$ cat src/rtl/ps2_keymap_pkg.sv
// Shared definitions for the PS/2 key mapper: scan-code constants, parser
// state encoding, default key table and the parser-to-mapper event record.
package ps2_keymap_pkg;

  localparam logic [7:0] SC_EXT          = 8'hE0;
  localparam logic [7:0] SC_BRK          = 8'hF0;
  localparam logic [7:0] SC_FAKE_SHIFT_L = 8'h12;
  localparam logic [7:0] SC_FAKE_SHIFT_R = 8'h59;

  localparam int DEFAULT_NUM_KEYS = 10;

  // Entry i sits at bits [9*i +: 9], so the last listed code is key 0 (A_up).
  localparam logic [9*DEFAULT_NUM_KEYS-1:0] DEFAULT_KEY_CODES = {
    9'h070, 9'h06B, 9'h072, 9'h074, 9'h075,
    9'h029, 9'h01C, 9'h01B, 9'h023, 9'h01D
  };

  localparam logic [DEFAULT_NUM_KEYS-1:0] DEFAULT_REPEAT_MASK = 10'b10_0001_0000;

  typedef enum logic [1:0] {
    ST_IDLE,
    ST_EXT,
    ST_BRK,
    ST_EXT_BRK
  } parser_state_t;

  typedef struct packed {
    logic       valid;
    logic       is_break;
    logic [8:0] code;
  } key_event_t;

  // Keyboard status/ack bytes that carry no key information.
  function automatic logic is_ignored(input logic [7:0] b);
    case (b)
      8'hE1, 8'hAA, 8'hFA, 8'hFE, 8'hEE, 8'h00, 8'hFF: return 1'b1;
      default:                                        return 1'b0;
    endcase
  endfunction

endpackage

$ cat src/rtl/ps2_scan_parser.sv
// Scan-code sequence parser: turns the PS/2 byte stream into one-cycle
// make/break events and abandons sequences left hanging for TIMEOUT cycles.
module ps2_scan_parser
  import ps2_keymap_pkg::*;
#(
  parameter int TIMEOUT = 1_000_000
) (
  input  logic       clk,
  input  logic       rst,
  input  logic [7:0] rx_data,
  input  logic       rx_valid,
  output key_event_t evt,
  output logic       seq_error
);

  localparam int TW = $clog2(TIMEOUT);
  localparam logic [TW-1:0] TO_LAST = TW'(TIMEOUT - 1);

  parser_state_t state, state_nx;
  logic [TW-1:0] tcnt, tcnt_nx;
  key_event_t    evt_nx;
  logic          err_nx;

  always_ff @(posedge clk) begin
    if (!rst) begin
      state     <= ST_IDLE;
      tcnt      <= '0;
      evt       <= '0;
      seq_error <= 1'b0;
    end else begin
      state     <= state_nx;
      tcnt      <= tcnt_nx;
      evt       <= evt_nx;
      seq_error <= err_nx;
    end
  end

  // A received byte always wins over a timeout expiring in the same cycle.
  always_comb begin
    state_nx = state;
    tcnt_nx  = '0;
    evt_nx   = '0;
    err_nx   = 1'b0;
    if (rx_valid) begin
      case (state)
        ST_IDLE: begin
          if (rx_data == SC_EXT) begin
            state_nx = ST_EXT;
          end else if (rx_data == SC_BRK) begin
            state_nx = ST_BRK;
          end else if (!is_ignored(rx_data)) begin
            evt_nx.valid = 1'b1;
            evt_nx.code  = {1'b0, rx_data};
          end
        end
        ST_EXT: begin
          if (rx_data == SC_BRK) begin
            state_nx = ST_EXT_BRK;
          end else begin
            state_nx = ST_IDLE;
            if (rx_data != SC_FAKE_SHIFT_L && rx_data != SC_FAKE_SHIFT_R) begin
              evt_nx.valid = 1'b1;
              evt_nx.code  = {1'b1, rx_data};
            end
          end
        end
        ST_BRK: begin
          state_nx        = ST_IDLE;
          evt_nx.valid    = 1'b1;
          evt_nx.is_break = 1'b1;
          evt_nx.code     = {1'b0, rx_data};
        end
        ST_EXT_BRK: begin
          state_nx        = ST_IDLE;
          evt_nx.valid    = 1'b1;
          evt_nx.is_break = 1'b1;
          evt_nx.code     = {1'b1, rx_data};
        end
        default: state_nx = ST_IDLE;
      endcase
    end else if (state != ST_IDLE) begin
      if (tcnt == TO_LAST) begin
        state_nx = ST_IDLE;
        err_nx   = 1'b1;
      end else begin
        tcnt_nx = tcnt + 1'b1;
      end
    end
  end

endmodule

$ cat src/rtl/ps2_key_mapper.sv
// Maps parsed PS/2 make/break events onto NUM_KEYS held levels with press,
// release and optional auto-repeat pulses for the game control logic.
module ps2_key_mapper
  import ps2_keymap_pkg::*;
#(
  parameter int                        NUM_KEYS      = DEFAULT_NUM_KEYS,
  parameter logic [9*NUM_KEYS-1:0]     KEY_CODES     = DEFAULT_KEY_CODES,
  parameter logic [NUM_KEYS-1:0]       REPEAT_MASK   = DEFAULT_REPEAT_MASK,
  parameter int                        REPEAT_PERIOD = 5_000_000,
  parameter int                        TIMEOUT       = 1_000_000
) (
  input  logic                clk,
  input  logic                rst,
  input  logic [7:0]          rx_data,
  input  logic                rx_valid,
  input  logic                flush,
  output logic [NUM_KEYS-1:0] key_held,
  output logic [NUM_KEYS-1:0] key_press,
  output logic [NUM_KEYS-1:0] key_release,
  output logic                seq_error
);

  localparam int RW = $clog2(REPEAT_PERIOD);
  localparam logic [RW-1:0] REP_LAST = RW'(REPEAT_PERIOD - 1);

  key_event_t evt;

  ps2_scan_parser #(
    .TIMEOUT (TIMEOUT)
  ) u_parser (
    .clk       (clk),
    .rst       (rst),
    .rx_data   (rx_data),
    .rx_valid  (rx_valid),
    .evt       (evt),
    .seq_error (seq_error)
  );

  for (genvar i = 0; i < NUM_KEYS; i++) begin : g_key
    logic hit, make_hit, brk_hit, wrap;
    logic held_q, press_q, rel_q;

    assign hit      = evt.valid && (evt.code == KEY_CODES[9*i +: 9]);
    assign make_hit = hit && !evt.is_break;
    assign brk_hit  = hit && evt.is_break;

    if (REPEAT_MASK[i]) begin : g_rep
      logic [RW-1:0] cnt;

      // Counter idles at zero whenever the key is up, so a fresh make starts from 0.
      always_ff @(posedge clk) begin
        if (!rst || flush || !held_q || brk_hit) begin
          cnt <= '0;
        end else if (cnt == REP_LAST) begin
          cnt <= '0;
        end else begin
          cnt <= cnt + 1'b1;
        end
      end

      assign wrap = held_q && (cnt == REP_LAST);
    end else begin : g_norep
      assign wrap = 1'b0;
    end

    // Break beats a coinciding repeat wrap; flush beats everything without a release.
    always_ff @(posedge clk) begin
      if (!rst) begin
        held_q  <= 1'b0;
        press_q <= 1'b0;
        rel_q   <= 1'b0;
      end else begin
        press_q <= 1'b0;
        rel_q   <= 1'b0;
        if (flush) begin
          held_q <= 1'b0;
        end else if (held_q) begin
          if (brk_hit) begin
            held_q <= 1'b0;
            rel_q  <= 1'b1;
          end else if (wrap) begin
            press_q <= 1'b1;
          end
        end else if (make_hit) begin
          held_q  <= 1'b1;
          press_q <= 1'b1;
        end
      end
    end

    assign key_held[i]    = held_q;
    assign key_press[i]   = press_q;
    assign key_release[i] = rel_q;
  end

endmodule

$ cat config.mk
export PLATFORM = sky130hd
export DESIGN_NAME = ps2_key_mapper
export DESIGN_NICKNAME = d
export VERILOG_FILES = /design/src/rtl/ps2_keymap_pkg.sv /design/src/rtl/ps2_scan_parser.sv /design/src/rtl/ps2_key_mapper.sv
export SDC_FILE = /design/constraint.sdc
export NUM_CORES = 1
export LEC_CHECK = 0
export CAP_MARGIN = 20
export CELL_PAD_IN_SITES_DETAIL_PLACEMENT = 2
export CELL_PAD_IN_SITES_GLOBAL_PLACEMENT = 2
export CORE_ASPECT_RATIO = 0.5
export CORE_MARGIN = 5
export CORE_UTILIZATION = 25
export CTS_CLUSTER_SIZE = 30
export DETAILED_ROUTE_END_ITERATION = 7
export MAX_ROUTING_LAYER = met4
export PLACE_DENSITY_LB_ADDON = 0.1
export SLEW_MARGIN = 20
export SYNTH_ARGS = -nofsm -noshare
export SYNTH_HDL_FRONTEND = slang
export SYNTH_SLANG_ARGS = --single-unit
$ cat constraint.sdc
create_clock -name clk -period 2.3 [get_ports clk]
set_clock_uncertainty 0.1 [all_clocks]
set_input_delay 0.46 -clock clk [delete_from_list [all_inputs] [get_ports clk]]
set_output_delay 0.46 -clock clk [all_outputs]
set_load 0.005 [all_outputs]
## Word-level counts from Yosys, hierarchy flattened

Cells that the tools add are included.

| operators by class | value |
|---|---|
| add/subtract/negate cells | 3 |
| equal/unequal tests | 27 |
| multiplexer cells | 72 |
| bitwise logic cells | 12 |
| reductions and logical operators | 74 |

Operator list:

| cell | number |
|---|---|
| $eq A8 B8 Y1 const B | 8 |
| $mux W1 | 58 |
| $reduce_or A3 Y1 | 19 |
| $add A23 B1 Y23 const B | 2 |
| $eq A23 B23 Y1 const B | 2 |
| $eq A9 B7 Y1 const B | 5 |
| $mux W9 | 4 |
| $pmux W9 S4 | 1 |
| $logic_and A1 B1 Y1 | 33 |
| $eq A9 B5 Y1 const B | 3 |
| $add A20 B1 Y20 const B | 1 |
| $eq A20 B20 Y1 const B | 1 |
| $eq A9 B6 Y1 const B | 2 |
| $mux W2 | 6 |
| $not A1 Y1 | 12 |
| $logic_not A8 Y1 | 1 |
| $mux W8 | 1 |
| $ne A8 B5 Y1 const B | 1 |
| $ne A8 B7 Y1 const B | 1 |
| $reduce_or A2 Y1 | 4 |
| $reduce_or A7 Y1 | 1 |
| $pmux W2 S3 | 1 |
| $reduce_bool A2 Y1 | 3 |
| $logic_or A1 B1 Y1 | 5 |
| other kinds (9) | 13 |

| word-level totals | value |
|---|---|
| register bits | 110 |
| input bits | 12 |
| output and inout port bits | 31 |
| word-level logic and storage cells | 226 |

## Longest topological paths before layout

| depth | value |
|---|---|
| depth in word-level cells | 11 |
| gate-level depth with buffers | 8 |
| mapped depth without buffers | 6 |

## Cells and area by module

A second synthesis with hierarchy kept.

| second synthesis, totals | value |
|---|---|
| cell total of the unflattened synthesis | 548 |
| area, all modules | 5059.9 sq um |

By module, submodules not included:

| module | instances | cells an instance | area each (sq um) | sequential area each (sq um) |
|---|---|---|---|---|
| ps2_key_mapper | 1 | 381 | 3499.6 | 1521.5 |
| ps2_scan_parser | 1 | 167 | 1560.2 | 680.7 |

## Least setup slack after synthesis

OpenSTA, ideal clock, no wires.

| timing path | value |
|---|---|
| path type | input port to flip-flop |
| from | input port rx_data[1] |
| to | register, netlist name u_parser.evt[1] |
| library setup time | 0.117 ns |
| arrival | 1.753 ns |
| data required time | 2.083 ns |
| path slack | 0.330 ns |
| stages on the path | 5 |
| path buffers | 0 |
| cells stage by stage | or4_4 > or2_4 > o41ai_1 > nand3_1 > and3b_2 |

| between the ends | value |
|---|---|
| cells in the longest elaborated chain, start to end | 11 |
| elaborated cells on any way between the ends | 24 |
| those cells by class | 10 x eq/ne; 11 x mux; 3 x reduce/logical |

RTL lines:

| what | line | source |
|---|---|---|
| start: declaration | ps2_key_mapper.sv:14 | `input logic [7:0] rx_data,` |
| $eq A8 B8 Y1 or $logic_not A8 Y1 (tied branches) | ps2_keymap_pkg.sv:35 | `case (b)` |
| $reduce_or A7 Y1 | ps2_keymap_pkg.sv:35 |  |
| $mux W1 | ps2_keymap_pkg.sv:35 |  |
| $mux W1 | ps2_scan_parser.sv:49 | `end else if (rx_data == SC_BRK) begin` |
| $mux W1 | ps2_scan_parser.sv:47 | `if (rx_data == SC_EXT) begin` |
| $mux W1 | ps2_scan_parser.sv:45 | `case (state)` |
| $mux W1 | ps2_scan_parser.sv:44 | `if (rx_valid) begin` |
| $mux W8 | ps2_scan_parser.sv:51 | `end else if (!is_ignored(rx_data)) begin` |
| $mux W9 | ps2_scan_parser.sv:49 |  |
| $mux W9 | ps2_scan_parser.sv:47 |  |
| $pmux W9 S4 (*) | ps2_scan_parser.sv:45 |  |

Mark *: on every way between the ends. The rest lies on a longest branch, timed or not. The select of a mux whose other input is x is not followed.
A chain may end at the register's enable or synchronous reset.

## Final worst setup path

| timing path | value |
|---|---|
| from | input port rx_data[3] |
| to | register u_parser.state[1] |

| between the ends | value |
|---|---|
| cells in the longest elaborated chain, start to end | 4 |
| elaborated cells on any way between the ends | 8 |
| those cells by class | 3 x eq/ne; 4 x mux; 1 x reduce/logical |

RTL lines:

| what | line | source |
|---|---|---|
| $eq A8 B8 Y1 (on tied branches) | ps2_scan_parser.sv:49, ps2_scan_parser.sv:57, ps2_scan_parser.sv:47 |  |
| $mux W2 (on tied branches) | ps2_scan_parser.sv:57, ps2_scan_parser.sv:47 |  |
| $pmux W2 S3 | ps2_scan_parser.sv:45 |  |
| $mux W2 | ps2_scan_parser.sv:44 |  |
| end signal: assignment | ps2_scan_parser.sv:31 | `state <= state_nx;` |
| end: declaration | ps2_scan_parser.sv:19 | `parser_state_t state, state_nx;` |

Parallel ways exist; a longest one is shown, timed or not.

==> flow_summary.html <==
<table>
<tr><th>Metric</th><th>Value</th></tr>
<tr><th colspan="2">Synthesis</th></tr>
<tr><td>Part of the Yosys area used for sequential elements</td><td>46.5%</td></tr>
<tr><td>Yosys cell types</td><td>48</td></tr>
<tr><td>Primary flip-flop cell chosen by synthesis mapping</td><td>dfxtp_1</td></tr>
<tr><td>Synthesized area divided by synthesized cell count</td><td>8.95 um2</td></tr>
<tr><td>Synthesized cell area</td><td>4740 um2</td></tr>
<tr><td>Net Count, Synth</td><td>544</td></tr>
<tr><td>Yosys synthesis warning count</td><td>0</td></tr>
<tr><td>Proportion of synthesized flip-flops having asynchronous set or reset</td><td>0%</td></tr>
<tr><td>Number of enable flip-flop cells after synthesis</td><td>0</td></tr>
<tr><td>Post-synthesis register bit count</td><td>110</td></tr>
<tr><td>Number of instances in the synthesized netlist</td><td>529</td></tr>
<tr><th colspan="2">Finish</th></tr>
<tr><td>Multi-input gate area</td><td>2220 um2</td></tr>
<tr><td>Layout cell share with drive strength beyond 1</td><td>10.0%</td></tr>
<tr><td>Synth-to-Final Area Change</td><td>21.9%</td></tr>
<tr><td>Number of nets at the end of the flow</td><td>589</td></tr>
<tr><td>Fill cells</td><td>2,089</td></tr>
<tr><td>Antenna Diode Count</td><td>0</td></tr>
<tr><td>Design area</td><td>5770 um2</td></tr>
<tr><td>Register area</td><td>2200 um2</td></tr>
<tr><td>Finished Layout Cells</td><td>837</td></tr>
<tr><td>Commonest non-fill, non-tap cell in the layout</td><td>dfxtp_1</td></tr>
<tr><td>Leading cell types in the layout, fill and taps excluded</td><td>dfxtp_1 (110), nor2_1 (101), clkdlybuf4s50_1 (42), xor2_1 (38), nand3_1 (35)</td></tr>
<tr><th colspan="2">STA</th></tr>
<tr><td>Final min period</td><td>2.17 ns</td></tr>
<tr><td>Actual slew at the worst max-slew pin</td><td>0.511 ns</td></tr>
<tr><td>Unrepaired setup endpoints after global routing</td><td>false</td></tr>
<tr><td>Final count of pins violating max slew</td><td>0</td></tr>
<tr><td>Final setup violating endpoints</td><td>0</td></tr>
<tr><td>Tcrit/Tclk final</td><td>94.5%</td></tr>
<tr><td>Max Clock Freq</td><td>460 MHz</td></tr>
<tr><td>Final hold violation count</td><td>0</td></tr>
<tr><td>Headroom to the max-slew limit</td><td>65.8%</td></tr>
<tr><th colspan="2">GRT</th></tr>
<tr><td>Total Routing Usage GR</td><td>12.3%</td></tr>
<tr><td>Final global-route overflow total</td><td>0</td></tr>
<tr><td>Number of global-route vias before repair</td><td>4,097</td></tr>
<tr><td>Wire length of the first global-routing pass</td><td>21,200 um</td></tr>
<tr><td>Pin count of the biggest net entering global routing</td><td>24</td></tr>
<tr><td>Initial antenna violation count</td><td>0</td></tr>
<tr><th colspan="2">Place</th></tr>
<tr><td>Cell area reported after detailed placement</td><td>5480 um2</td></tr>
<tr><td>HPWL reported at the end of detailed placement</td><td>9070 um</td></tr>
<tr><td># placed instances</td><td>821</td></tr>
<tr><td>GPL Wtd Cong</td><td>0.753</td></tr>
<tr><td>Port-buffer cells</td><td>42</td></tr>
<tr><th colspan="2">Drt</th></tr>
<tr><td>Antenna-violating nets left</td><td>0</td></tr>
<tr><td>Via total after detailed routing</td><td>3,753</td></tr>
<tr><td>Vias per cell</td><td>4.48</td></tr>
<tr><td>First DRT Iteration DRCs</td><td>124</td></tr>
<tr><td>Pre-Repair DR Iteration Count</td><td>4</td></tr>
<tr><td>Post-detailed-routing wire length</td><td>12,300 um</td></tr>
<tr><td>Number of remaining DRC errors</td><td>0</td></tr>
<tr><td>Average routed wire per standard cell</td><td>14.7 um</td></tr>
<tr><th colspan="2">Floorplan</th></tr>
<tr><td>Placeable Area</td><td>18,500 um2</td></tr>
<tr><td>Width of the die</td><td>205 um</td></tr>
<tr><td>Area of the die</td><td>22,000 um2</td></tr>
<tr><td>Effective utilization at floorplan</td><td>25.6%</td></tr>
<tr><td>Floorplan row count</td><td>35</td></tr>
<tr><td>Top Ports</td><td>43</td></tr>
<tr><td>Overall die height</td><td>107 um</td></tr>
<tr><th colspan="2">Worst setup path</th></tr>
<tr><td>Start point of the critical path</td><td>rx_data[3]</td></tr>
<tr><td>Arrival time of the worst setup path</td><td>2.36 ns</td></tr>
<tr><td>Launching element type of the critical path</td><td>input port</td></tr>
<tr><td>Reg-to-Reg End</td><td>g_key[9].g_rep.cnt[22]</td></tr>
<tr><td>Slack of the worst reg-to-reg path</td><td>0.33 ns</td></tr>
<tr><td>Top fanout value on the critical path</td><td>5</td></tr>
<tr><td>Reg2Reg Launch Point</td><td>g_key[9].g_rep.cnt[7]</td></tr>
<tr><td>Classification of the worst setup path</td><td>in2reg</td></tr>
<tr><td>Capturing element type of the critical path</td><td>flop</td></tr>
<tr><td>Depth of the worst register-to-register path</td><td>6</td></tr>
<tr><td>Endpoint of the most critical setup path</td><td>u_parser.state[1]</td></tr>
<tr><td>Required time worst endpoint</td><td>2.49 ns</td></tr>
<tr><th colspan="2">CTS</th></tr>
<tr><td>Worst-skew pair later-pin latency</td><td>0.35 ns</td></tr>
<tr><td>Clock tree from TritonCTS</td><td>yes</td></tr>
<tr><td>Clock buffers created by TritonCTS</td><td>9</td></tr>
<tr><td>Clock-pin slew reported for the worst setup and hold paths after clock tree synthesis</td><td>0.08 ns</td></tr>
<tr><td>Number of clock sinks</td><td>110</td></tr>
<tr><td>Clock Tree Buf Depth</td><td>2</td></tr>
<tr><td>CTS H-tree lvls</td><td>3</td></tr>
<tr><td>CTS Hold Buffers Added</td><td>0</td></tr>
<tr><td>Clock Tree Root</td><td>clkbuf_16</td></tr>
<tr><th colspan="2">Min path</th></tr>
<tr><td>Worst hold path type</td><td>reg2reg</td></tr>
<tr><th colspan="2">Power</th></tr>
<tr><td>Leakage</td><td>1.96 nW</td></tr>
<tr><td>Max rail drop VDD</td><td>296 uV</td></tr>
<tr><td>Power density relative to cell area</td><td>619 nW/um2</td></tr>
<tr><th colspan="2">Job</th></tr>
<tr><td>Max-cap violation count</td><td>0</td></tr>
<tr><th colspan="2">Outcome</th></tr>
<tr><td>Result of the run</td><td>finished, final reports clean</td></tr>
</table>
[synth_stat cells (3+ instances only)]
cell type,instances,area [um2]
inv_1,9,33.8
buf_2,3,15.0
mux2i_1,3,30.0
a211oi_1,6,45.0
buf_4,32,240
nor2b_1,7,43.8
nor3b_1,5,37.5
nand2_1,30,113
nor2_1,101,379
nor3_1,13,65.1
and4_1,9,78.8
nand3_1,35,175
nand4_1,21,131
nor4b_1,4,35.0
ha_1,3,37.5
dfxtp_1,110,2200
clkbuf_1,7,26.3
xnor2_1,22,193
nor4_1,12,75.1
and2_1,3,18.8
and3_1,15,93.8
xor2_1,38,333
a21oi_1,5,25.0
and3b_1,6,52.6
[metrics by stage]
| stage | TNS [ns] | power [W] | hold slack (ns) | utilization, % | setup slack (ns) |
|---|---|---|---|---|---|
| final | 0 | 0.00357 | 0.352 | 31.2 | 0.127 |
| after global routing | 0 | 0.00376 | 0.374 | 31.2 | 0.00227 |
| after CTS | 0 | 0.00366 | 0.359 | 31.1 | 0.0253 |
| after detailed placement | -3.11 | 0.00210 | 0.343 | 29.6 | -0.355 |
| after global placement | -2.38 | 0.00210 | 0.328 | 29.6 | -0.293 |
| after floorplan | 0 | 0.00202 | 0.313 | - | 0.330 |
[kinds of logic (layout without fill, tap and decap cells)]
group / after synthesis / after routing / synth area share, %
flip-flops: 110 / 110 / 46.5
adder cells (fa/ha/maj): 3 / 3 / 0.793
multiplexers: 3 / 3 / 0.634
buffers and inverters: 51 / 100 / 6.66
AO/OA/AOI/OAI: 24 / 24 / 3.75
AND/OR/NAND/NOR: 278 / 278 / 30.6
XOR/XNOR: 60 / 60 / 11.1
[state kept, by name (all words and copies together) (netlist names), named ones only]
| signal | cells |
|---|---|
| g_key.rel_q | 10 |
| g_key.g_rep.cnt | 46 |
| u_parser.tcnt | 20 |
| u_parser.seq_error | 1 |
| g_key.press_q | 10 |
| u_parser.state | 2 |
| u_parser.evt | 11 |
[report_power, final]
group          switching (W)  leakage (nW)  internal [W]
Combinational      0.0000606         0.937     0.0000659
Sequential         0.0000134         0.887       0.00191
Clock               0.000764         0.138      0.000752
Total               0.000838          1.96       0.00273
[worst max-delay path, cell delays in order]
cell and delay, ns:
clkdlybuf4s50_1 0.49, or4_4 0.53, or2_4 0.26, a2111oi_0 0.44, a32o_2 0.18
[routing by layer]
metal / vias to the layer above / GRT usage [%] / share of wire (%)
met1: 1841 / 16.1 / 51
met3: 7 / 3.22 / 2.1
met4: 0 / 2.44 / 0.81
met2: 23 / 19.6 / 46
met5: - / - / 0
li1: 1882 / - / -
[layout make-up]
cell class | instances | share of cell area [%]
clock inverter | 6 | 0.954
clock buffer | 9 | 3.90
multi-input combinational | 368 | 38.4
tap | 259 | 5.61
inverter | 9 | 0.585
sequential | 110 | 38.2
timing repair buffer | 76 | 12.4
[worst min path at each step]
stage	start	end	cells past startpoint
2_1_floorplan	u_parser.tcnt[0]	u_parser.tcnt[0]	1
5_1_grt	u_parser.tcnt[0]	u_parser.tcnt[0]	1
3_3_place_gp	u_parser.tcnt[0]	u_parser.tcnt[0]	1
3_5_place_dp	u_parser.tcnt[0]	u_parser.tcnt[0]	1
4_1_cts	u_parser.tcnt[0]	u_parser.tcnt[0]	1
6_report	u_parser.tcnt[0]	u_parser.tcnt[0]	1
[timing repair]
action	in CTS	in global routing
resized for setup	0	0
setup buffers	0	1
endpoints found under the setup margin	0	8
No activity file was read; power rests on OpenSTA's default activity.
